<file path="src/rtl/mem_stage_sram_ctrl_if.sv">
// Pipeline-side and SRAM-side signals of the MEM-stage SRAM controller.
// The slave modport is the controller; the master modport is the pipeline and SRAM it serves.
interface mem_stage_sram_ctrl_if #(
   parameter int unsigned WORD_WIDTH = 32,
   parameter int unsigned SRAM_AW    = 18,
   parameter int unsigned SRAM_DW    = 16
);
   logic                  mem_read;
   logic                  mem_write;
   logic [WORD_WIDTH-1:0] addr;
   logic [WORD_WIDTH-1:0] wdata;
   logic                  ready;
   logic [WORD_WIDTH-1:0] rdata;
   logic [SRAM_AW-1:0]    sram_addr;
   logic [SRAM_DW-1:0]    sram_dq_out;
   logic                  sram_dq_oe;
   logic [SRAM_DW-1:0]    sram_dq_in;
   logic                  sram_we_n;

   modport slave (
      input  mem_read, mem_write, addr, wdata, sram_dq_in,
      output ready, rdata, sram_addr, sram_dq_out, sram_dq_oe, sram_we_n
   );

   modport master (
      output mem_read, mem_write, addr, wdata, sram_dq_in,
      input  ready, rdata, sram_addr, sram_dq_out, sram_dq_oe, sram_we_n
   );
endinterface

</file>
<file path="src/rtl/mem_stage_sram_ctrl.sv">
// MEM-stage SRAM controller: each 32-bit load/store becomes two 16-bit SRAM
// accesses (low halfword then high halfword), each held for WAIT_CYCLES cycles.
// ready stays low while an access is in flight so earlier stages freeze.
module mem_stage_sram_ctrl #(
   parameter int unsigned WORD_WIDTH  = 32,
   parameter int unsigned SRAM_AW     = 18,
   parameter int unsigned SRAM_DW     = 16,
   parameter int unsigned ADDR_BASE   = 1024,
   parameter int unsigned WAIT_CYCLES = 2
) (
   input logic                  clk,
   input logic                  rst,
   mem_stage_sram_ctrl_if.slave bus
);

   localparam int unsigned IDX_W = SRAM_AW - 1;
   localparam int unsigned CNT_W = (WAIT_CYCLES > 1) ? $clog2(WAIT_CYCLES) : 1;
   localparam logic [CNT_W-1:0] CNT_LAST = CNT_W'(WAIT_CYCLES - 1);

   typedef enum logic [1:0] {
      S_IDLE,
      S_LO,
      S_HI,
      S_DONE
   } state_e;

   state_e                state_q, state_d;
   logic [CNT_W-1:0]      cnt_q, cnt_d;
   logic                  store_q, store_d;
   logic [IDX_W-1:0]      idx_q, idx_d;
   logic [WORD_WIDTH-1:0] wdata_q, wdata_d;
   logic [WORD_WIDTH-1:0] rdata_q, rdata_d;

   logic                  req;
   logic                  phase_end;
   logic [WORD_WIDTH-1:0] addr_off;
   logic                  unused_addr_bits;

   // Request decode and word index of the byte address relative to the SRAM window.
   always_comb begin
      req              = bus.mem_read | bus.mem_write;
      addr_off         = bus.addr - WORD_WIDTH'(ADDR_BASE);
      phase_end        = (cnt_q == CNT_LAST);
      unused_addr_bits = ^{addr_off[WORD_WIDTH-1:IDX_W+2], addr_off[1:0]};
   end

   // State and captured-operand registers with synchronous reset.
   always_ff @(posedge clk) begin
      if (rst) begin
         state_q <= S_IDLE;
         cnt_q   <= '0;
         store_q <= 1'b0;
         idx_q   <= '0;
         wdata_q <= '0;
         rdata_q <= '0;
      end else begin
         state_q <= state_d;
         cnt_q   <= cnt_d;
         store_q <= store_d;
         idx_q   <= idx_d;
         wdata_q <= wdata_d;
         rdata_q <= rdata_d;
      end
   end

   // Next state, wait counter, operand capture and load-data capture.
   always_comb begin
      state_d = state_q;
      cnt_d   = cnt_q;
      store_d = store_q;
      idx_d   = idx_q;
      wdata_d = wdata_q;
      rdata_d = rdata_q;
      case (state_q)
         S_IDLE: begin
            if (req) begin
               state_d = S_LO;
               cnt_d   = '0;
               // mem_write wins when both request bits are set
               store_d = bus.mem_write;
               idx_d   = addr_off[2 +: IDX_W];
               wdata_d = bus.wdata;
            end
         end
         S_LO: begin
            if (phase_end) begin
               state_d = S_HI;
               cnt_d   = '0;
               if (!store_q) rdata_d[SRAM_DW-1:0] = bus.sram_dq_in;
            end else begin
               cnt_d = cnt_q + CNT_W'(1);
            end
         end
         S_HI: begin
            if (phase_end) begin
               state_d = S_DONE;
               cnt_d   = '0;
               if (!store_q) rdata_d[WORD_WIDTH-1:SRAM_DW] = bus.sram_dq_in;
            end else begin
               cnt_d = cnt_q + CNT_W'(1);
            end
         end
         S_DONE: begin
            // the still-present request is the instruction just served
            state_d = S_IDLE;
            cnt_d   = '0;
         end
         default: begin
            state_d = S_IDLE;
            cnt_d   = '0;
         end
      endcase
   end

   // Outputs: SRAM bus from state and captured registers only; ready also sees req.
   always_comb begin
      bus.ready       = ((state_q == S_IDLE) && !req) || (state_q == S_DONE);
      bus.rdata       = rdata_q;
      bus.sram_addr   = '0;
      bus.sram_dq_out = '0;
      bus.sram_dq_oe  = 1'b0;
      bus.sram_we_n   = 1'b1;
      case (state_q)
         S_LO: begin
            bus.sram_addr   = {idx_q, 1'b0};
            bus.sram_dq_out = wdata_q[SRAM_DW-1:0];
            bus.sram_dq_oe  = store_q;
            bus.sram_we_n   = !store_q;
         end
         S_HI: begin
            bus.sram_addr   = {idx_q, 1'b1};
            bus.sram_dq_out = wdata_q[WORD_WIDTH-1:SRAM_DW];
            bus.sram_dq_oe  = store_q;
            bus.sram_we_n   = !store_q;
         end
         default: begin
         end
      endcase
   end

endmodule
</file>
<file path="src/flat_wrapper.sv">
// flat-port wrapper written by rule: the top's interface ports become plain ports
module mem_stage_sram_ctrl_flat 
#(
   parameter int unsigned WORD_WIDTH  = 32,
   parameter int unsigned SRAM_AW     = 18,
   parameter int unsigned SRAM_DW     = 16,
   parameter int unsigned ADDR_BASE   = 1024,
   parameter int unsigned WAIT_CYCLES = 2
)
  (clk, rst, bus_mem_read, bus_mem_write, bus_addr, bus_wdata, bus_sram_dq_in, bus_ready, bus_rdata, bus_sram_addr, bus_sram_dq_out, bus_sram_dq_oe, bus_sram_we_n);
  mem_stage_sram_ctrl_if #(.WORD_WIDTH(WORD_WIDTH), .SRAM_AW(SRAM_AW), .SRAM_DW(SRAM_DW)) bus_i ();
  input logic clk;
  input logic rst;
  input wire logic [$bits(bus_i.mem_read)-1:0] bus_mem_read;
  input wire logic [$bits(bus_i.mem_write)-1:0] bus_mem_write;
  input wire logic [$bits(bus_i.addr)-1:0] bus_addr;
  input wire logic [$bits(bus_i.wdata)-1:0] bus_wdata;
  input wire logic [$bits(bus_i.sram_dq_in)-1:0] bus_sram_dq_in;
  output wire logic [$bits(bus_i.ready)-1:0] bus_ready;
  output wire logic [$bits(bus_i.rdata)-1:0] bus_rdata;
  output wire logic [$bits(bus_i.sram_addr)-1:0] bus_sram_addr;
  output wire logic [$bits(bus_i.sram_dq_out)-1:0] bus_sram_dq_out;
  output wire logic [$bits(bus_i.sram_dq_oe)-1:0] bus_sram_dq_oe;
  output wire logic [$bits(bus_i.sram_we_n)-1:0] bus_sram_we_n;
  assign bus_i.mem_read = bus_mem_read;
  assign bus_i.mem_write = bus_mem_write;
  assign bus_i.addr = bus_addr;
  assign bus_i.wdata = bus_wdata;
  assign bus_i.sram_dq_in = bus_sram_dq_in;
  assign bus_ready = bus_i.ready;
  assign bus_rdata = bus_i.rdata;
  assign bus_sram_addr = bus_i.sram_addr;
  assign bus_sram_dq_out = bus_i.sram_dq_out;
  assign bus_sram_dq_oe = bus_i.sram_dq_oe;
  assign bus_sram_we_n = bus_i.sram_we_n;
  mem_stage_sram_ctrl #(.WORD_WIDTH(WORD_WIDTH), .SRAM_AW(SRAM_AW), .SRAM_DW(SRAM_DW), .ADDR_BASE(ADDR_BASE), .WAIT_CYCLES(WAIT_CYCLES)) u_core (.clk(clk), .rst(rst), .bus(bus_i));
endmodule
</file>
<file path="config.mk">
export PLATFORM = sky130hd
export DESIGN_NAME = mem_stage_sram_ctrl_flat
export DESIGN_NICKNAME = d
export VERILOG_FILES = /design/src/rtl/mem_stage_sram_ctrl_if.sv /design/src/rtl/mem_stage_sram_ctrl.sv /design/src/flat_wrapper.sv
export SDC_FILE = /design/constraint.sdc
export NUM_CORES = 1
export LEC_CHECK = 0
export ABC_AREA = 1
export BUFFER_PORTS_ARGS = -buffer_cell sky130_fd_sc_hd__buf_2
export CAP_MARGIN = 20
export CORE_UTILIZATION = 40
export DETAILED_ROUTE_END_ITERATION = 8
export PLACE_DENSITY = 0.78
export SETUP_SLACK_MARGIN = 0.3
export SYNTH_ARGS = -nofsm -noshare
export SYNTH_HDL_FRONTEND = slang
export SYNTH_SLANG_ARGS = --single-unit
</file>
<file path="constraint.sdc">
create_clock -name clk -period 1.55 [get_ports clk]
set_clock_uncertainty 0.1 [all_clocks]
set_input_delay 0.31 -clock clk [delete_from_list [all_inputs] [get_ports clk]]
set_output_delay 0.31 -clock clk [all_outputs]
set_load 0.02 [all_outputs]
</file>
After elaboration in Yosys (flattened, before gate mapping)
Index checks and enable logic that the tools add are counted.

storage, ports and cells
  bits of input ports = 84
  output and inout bits = 69
  register bits = 85
  logic and storage cells = 38

cells by class
  eq/ne operators = 6
  muxes and demuxes = 11
  bitwise logic cells = 2
  add/sub/neg operators = 2
  reduce and logical (&&, ||, !) cells = 10

operators with widths
  cell                      count
  $pmux W18 S2              1
  $pmux W16 S2              1
  $sub A19 B11 Y19 const B  1
  $reduce_and A3 Y1         3
  $pmux W2 S4               1
  $mux W2                   3
  $ne A2 B1 Y1 const B      3
  $eq A2 B2 Y1 const B      2
  $mux W1                   4
  $pmux W1 S3               1
  $eq A2 B1 Y1 const B      1
  $logic_not A1 Y1          2
  $logic_not A2 Y1          1
  $reduce_and A2 Y1         1
  $reduce_or A2 Y1          1
  $add A1 B1 Y1 const B     1
  $logic_and A1 B1 Y1       1
  $logic_or A1 B1 Y1        1
  $not A1 Y1                1
  $or A1 B1 Y1              1

Longest topological paths before layout
Gate-level depths: netlist (run 1).

  depth after elaboration = 4
  depth in mapped cells = 8

Worst setup path after synthesis (run 1)
No wires, ideal clock.

  path kind = flip-flop to output port
  start point = register u_core.state_q[0]
  end point = output bus_sram_dq_out[0]
  data arrival time = 1.545 ns
  stages on the path, launching flop included = 7
  setup slack = -0.405 ns
  buffers on the path = 2
  cell sequence = dfxtp_1 > inv_1 > ha_1 > buf_2 > buf_2 > nand2_1 > a21oi_1

on the way
  word-level cells in the longest chain between the ends = 2
  elaborated cells on any way between the ends = 3

ends and longest elaborated chain
  item                                                 RTL line                    source
  start, declared                                      mem_stage_sram_ctrl.sv:27   state_e state_q, state_d;
  start signal, assigned                               mem_stage_sram_ctrl.sv:57   state_q <= state_d;
  $eq A2 B2 Y1 / $eq A2 B1 Y1 (equally long branches)  mem_stage_sram_ctrl.sv:123  case (state_q)
  $pmux W16 S2 (*)                                     mem_stage_sram_ctrl.sv:123
  end, declared                                        flat_wrapper.sv:22          output wire logic [$bits(bus_i.sram_dq_out)-1:0] bus_sram_dq_out;

Mark *: on every way between the ends. The rest lies on a longest branch, timed or not.

Worst setup path after layout (run 1)
  start point = register u_core.state_q[0]
  end point = output bus_sram_dq_out[6]

The elaborated chain is that of the path after synthesis.

==> results of run 1 <==
## registers in the layout, indices dropped and copies added (netlist names)
signal,flops
u_core.cnt_q,1
u_core.bus.rdata,32
u_core.idx_q,17
u_core.wdata_q,32
u_core.store_q,1
u_core.state_q,2
## power by group through the flow
stage          sequential (mW)  clock [mW]  combinational (mW)
3_5_place_dp              3.04           0                3.57
3_3_place_gp              3.01           0                3.48
2_1_floorplan             3.13           0                2.50
6_report                  3.18        1.70                6.36
5_1_grt                   3.23        1.80                6.70
4_1_cts                   3.05        1.70                5.30
## cell type report
type,count,area (um2),area share
inverters,73,281.5,0.04331
flip-flops and latches,85,1744,0.2683
clock buffers,13,168.9,0.02599
clock inverters,3,42.54,0.006545
multi-input cells,317,2260,0.3476
well taps,108,135.1,0.02079
repair buffers,185,1868,0.2874
## cell usage in the layout (no fill, tap or decap), drive strengths merged, types with 5 or more instances in the layout
cell type,netlist,routed
a21oi,69,69
buf,23,183
clkbuf,7,15
dfxtp,85,85
ha,5,5
inv,73,73
nand2,52,52
nand3,10,10
nor2,92,92
o21ai,87,87
## routing by layer
| metal | vias to the layer above | global-route usage | wire, um |
|---|---|---|---|
| met5 | - | 0 | 0 |
| met4 | 0 | 0.07692 | 261 |
| met3 | 25 | 0.04388 | 753 |
| met2 | 174 | 0.4185 | 6903 |
| met1 | 1928 | 0.2868 | 5092 |
| li1 | 1939 | - | - |
## what timing repair did
| action | in CTS | in global routing |
|---|---|---|
| cloned | 11 | 2 |
| resized for setup | 169 | 194 |
| endpoints found under the setup margin | 150 | 154 |
| buffers inserted | 14 | 3 |
| pin swaps | 17 | 27 |
## kinds of logic after synthesis
kind of cell,synth area share
buf+inv,0.1207
xor+xnor,0.002407
fa+ha+maj,0.01719
compound gates,0.2269
simple gates,0.1653
flops,0.4675
## stage by stage
step,utilization,power [mW],std cells
after CTS,0.6686,10.05,779
final,0.7417,11.23,784
after floorplan,-,5.623,505
after detailed placement,0.5481,6.612,738
after global placement,0.5481,6.490,738
after global routing,0.7417,11.73,784
## how the worst max path moves through the flow
stage                                     end  cells past startpoint  slack [ps]              start
final                      bus_sram_dq_out[6]                      6        -460  u_core.state_q[0]
after global routing         bus_sram_addr[2]                      6        -500  u_core.state_q[0]
after CTS                   bus_sram_addr[11]                      6        -460  u_core.state_q[1]
after detailed placement  bus_sram_dq_out[13]                      6        -120  u_core.state_q[1]
after global placement       bus_sram_addr[9]                      6         -90  u_core.state_q[0]
after floorplan             bus_sram_addr[10]                      6         -70  u_core.state_q[1]
## worst max-delay path, delay by kind of cell (launching register included)
family / cells / cell delay, ps
fa+ha+maj: 1 / 280
buf+inv: 4 / 440
compound gates: 1 / 120
flops: 1 / 400
==> impl_metrics.py, run 1 <==
metrics = {
    "status": {
        "status": "complete, but fails checks",
        "violations": "setup timing",
    },
    "worst_setup_path": {
        "crit_path_end_kind": "output port",
        "startpoint_type": "flip-flop",
        "r2r_setup_slack_ps": -340,
        "cp_cell_sequence": "inv_6, ha_4, inv_2, clkbuf_16, a21oi_4, buf_6",
        "arrival_ps": 1600,
        "reg2regPathDepth": 10,
        "r2r-end": "u_core.wdata_q[15]",
        "worst-path-max-fanout": 8,
        "crit_type": "reg -> out",
        "r2r-start": "u_core.state_q[0]",
        "cpPeakStageDelay_ps": 400,
        "cp.required_ps": 1140,
        "critPathSlowestCell": "dfxtp_4",
    },
    "timing": {
        "clock.fmax_mhz": 496.7,
        "setup-violations-final": 89,
        "fin_setup_tns_ps": -29010,
        "finalHoldViolations": 0,
        "worst_pin_slew_ps": 361.9,
        "finalCritPeriodShare": 1.299,
        "setup_ws_ps": -463.4,
        "finalCriticalPeriod_ps": 2013,
        "hold_slack_ps": 81.28,
        "final_max_slew_viol_count": 0,
        "slew_headroom": 0.7578,
        "rsz0062_at_grt": "true",
    },
    "die": {
        "ioPinCount": 153,
        "die_y_um": 97.39,
        "initial_utilization": 0.4153,
        "row_count": 34,
        "die_x_um": 97.39,
        "coreArea_um2": 8763,
        "die-area_um2": 9485,
    },
    "drt": {
        "drc": 0,
        "vias_per_cell": 5.186,
        "num_vias": 4066,
        "routed_wirelength_um": 13010,
        "firstDrtPassIters": 5,
        "post_drt_wl_per_cell_um": 16.60,
        "ant_nets": 0,
        "drtIter0Drc": 117,
    },
    "placed_design": {
        "dp_worst_setup_slack_ps": -121.6,
        "dpl_cell_area_um2": 4803,
        "io_buffers": 137,
        "routabilityCongestion": 0.8372,
        "dp_hpwl_um": 6574,
    },
    "synthesis": {
        "yosysSeqAreaShare": 0.4675,
        "yosysMostFrequentCell": "nor2_1",
        "ys_ff_latch": 85,
        "ys_types": 21,
        "synth_area_um2": 3640,
        "synth_cells": 505,
        "avgSynthCellArea_um2": 7.207,
        "yosys.area.top_type": "dfxtp_1",
        "synthArstFlopShare": 0,
        "synth_common_cells": "92 x nor2_1, 85 x dfxtp_1, 73 x o21ai_0",
        "synth_top_area_frac": 0.4675,
        "synth_edf_count": 0,
        "synthFlopType": "dfxtp_1",
        "yosys_warnings": 0,
        "synth_area_leaders": "dfxtp_1 47%, o21ai_0 10%, nor2_1 9.5%",
        "synth_fp_nets": 594,
    },
    "clocking": {
        "cts_tree": "yes",
        "clkSinkCount": 85,
        "clockBufferDepth": 2,
        "cts_max_level": 3,
        "clk_pin_slew_ps": 90,
        "ctsHoldBuffers": 0,
        "cts_buffers": 9,
        "clk_latency_ps": 360,
        "root_buffer": "clkbuf_8",
    },
    "pwr": {
        "p_seq_frac": 0.283,
        "vdd_drop_max_uv": 1109,
        "power_frac_comb": 0.566,
        "p_switching_mw": 4.557,
        "power.share.switching": 0.4056,
        "powerDensity_nw_per_um2": 1728,
        "pwr-share-clk": 0.151,
        "p_int_mw": 6.678,
        "leakagePower_nw": 2.690,
    },
    "hold_path": {
        "whs_endpoint": "u_core.wdata_q[1]",
        "holdPathStages": 3,
        "min_from": "bus_wdata[1]",
        "min_path_type": "in -> reg",
    },
    "finish": {
        "final_layout_size_suffix_gt1_frac": 0.5592,
        "diodes": 0,
        "num-fill-cells": 580,
        "areaGrowthSynthToFinish_pct": 78.58,
        "final_nets": 760,
        "post-route-cell-area_um2": 6500,
    },
    "global_route": {
        "grt_pass1_wl_um": 18030,
        "gr-total-overflow": 0,
        "grt_pass1_vias": 3758,
        "grt_max_degree": 38,
        "grt_usage": 0.2361,
        "grt_antenna_before_repair": 0,
    },
    "flow_run": {
        "maxCapViolations": 0,
    },
}
Note: power is estimated with default switching activity, not from simulation.
==> run 2: changes to the inputs <==
- CTS_BUF_LIST: not set -> sky130_fd_sc_hd__clkbuf_4 sky130_fd_sc_hd__clkbuf_8 sky130_fd_sc_hd__clkbuf_16
==> run 2 against run 1 <==
  * The flow still finishes with violations (setup timing)
  * Final cell count is the same
  * Cell area shrank 0.71%
  * Count of clock-buffer cells in the layout is the same
==> impl_metrics.py, run 2 (synthesized netlist as in run 1, its figures left out) <==
metrics = {
    "timing": {
        "fin_setup_tns_ps": -28620,
        "rsz0062_at_grt": "true",
        "hold_slack_ps": 84.75,
        "setup-violations-final": 90,
        "setup_ws_ps": -464.8,
        "finalHoldViolations": 0,
        "slew_headroom": 0.7722,
        "finalCritPeriodShare": 1.300,
        "worst_pin_slew_ps": 340.5,
        "finalCriticalPeriod_ps": 2015,
        "clock.fmax_mhz": 496.3,
        "final_max_slew_viol_count": 0,
    },
    "finish": {
        "final_nets": 760,
        "post-route-cell-area_um2": 6454,
        "final_cell_mix": "69 x buf_2, 65 x inv_1, 57 x buf_6, 55 x dfxtp_1, 53 x nor2_1",
        "regArea_um2": 1742,
        "final_util": 0.7364,
        "final_layout_size_suffix_gt1_frac": 0.5547,
        "final_common_cell": "buf_2",
        "areaGrowthSynthToFinish_pct": 77.31,
        "num-fill-cells": 614,
        "multiInputGateArea_um2": 2257,
        "diodes": 0,
    },
    "status": {
        "status": "complete, but fails checks",
        "violations": "setup timing",
    },
    "clocking": {
        "ctsHoldBuffers": 0,
        "cts_max_level": 3,
        "clkSinkCount": 85,
        "cts_tree": "yes",
        "clockBufferDepth": 2,
        "clk_pin_slew_ps": 90,
        "root_buffer": "clkbuf_8",
        "clk_latency_ps": 350,
        "cts_buffers": 9,
    },
    "global_route": {
        "gr-total-overflow": 0,
        "grt_usage": 0.2342,
        "grt_max_degree": 38,
        "grt_antenna_before_repair": 0,
        "grt_pass1_vias": 3751,
        "grt_pass1_wl_um": 17970,
    },
    "drt": {
        "vias_per_cell": 5.171,
        "drtIter0Drc": 85,
        "drc": 0,
        "firstDrtPassIters": 7,
        "num_vias": 4054,
        "routed_wirelength_um": 13030,
        "post_drt_wl_per_cell_um": 16.62,
        "ant_nets": 0,
    },
    "die": {
        "die_x_um": 97.39,
        "coreArea_um2": 8763,
        "die-area_um2": 9485,
        "die_y_um": 97.39,
        "row_count": 34,
        "initial_utilization": 0.4153,
        "ioPinCount": 153,
    },
    "pwr": {
        "powerDensity_nw_per_um2": 1743,
        "total_power_mw": 11.25,
        "leakagePower_nw": 2.684,
        "vdd_drop_max_uv": 1153,
    },
    "worst_setup_path": {
        "cp.required_ps": 1140,
        "crit_type": "reg -> out",
        "crit_path_end_kind": "output port",
        "worst-path-max-fanout": 8,
        "arrival_ps": 1600,
        "startpoint_type": "flip-flop",
    },
    "placed_design": {
        "routabilityCongestion": 0.8372,
        "dpl_cell_area_um2": 4803,
        "dp_hpwl_um": 6574,
        "io_buffers": 137,
    },
    "hold_path": {
        "min_path_type": "in -> reg",
    },
    "flow_run": {
        "maxCapViolations": 0,
    },
}
[run 2: final timing paths]
path | startpoint | endpoint | slack [ps] | cells past startpoint
setup / recovery | u_core.state_q[0] | bus_sram_dq_out[6] | -460 | 6
hold / removal | bus_wdata[1] | u_core.wdata_q[1] | 80 | 3
setup reg to reg | u_core.state_q[0] | u_core.idx_q[14] | -360 | 12
hold reg to reg | u_core.bus.rdata[19] | u_core.bus.rdata[19] | 340 | 2
[run 2: what timing repair did]
item / CTS / global route
pin swaps: 17 / 24
resized for setup: 169 / 181
cloned: 11 / 2
setup buffers: 14 / 3
setup endpoints to repair: 150 / 154
[run 2: final cells by class]
class / instances / area share
Timing Repair Buffer: 185 / 0.2825
Tap cell: 108 / 0.02094
Multi-Input combinational cell: 317 / 0.3497
Inverter: 73 / 0.04362
Clock buffer: 13 / 0.02675
Clock inverter: 3 / 0.006592
Sequential cell: 85 / 0.2699
[run 2: power by group]
group / leakage [nW] / total [mW] / internal [mW] / switching (mW)
sequential: 0.714 / 3.17 / 2.76 / 0.405
clock: 0.109 / 1.71 / 0.894 / 0.812
combinational: 1.86 / 6.37 / 3.04 / 3.33
[run 2: layer usage]
metal	share of wire	wire, um	vias up	global-route usage
li1	-	-	1942	-
met1	0.38	4961	1902	0.2845
met2	0.52	6760	174	0.4207
met3	0.067	878	36	0.03957
met4	0.033	430	0	0.07127
met5	0	0	-	0
[run 2: metrics by stage]
stage / setup slack [ps] / instances
floorplan: -65.73 / 505
global placement: -87.21 / 738
detailed placement: -121.6 / 738
CTS: -457.4 / 779
global route: -525.0 / 784
finish: -464.8 / 784
[run 2: worst max-delay path, cell delays in order (launching register included)]
cell	delay (ps)
dfxtp_4	400
inv_6	50
ha_4	290
inv_2	70
clkbuf_16	180
a21oi_4	130
buf_6	130
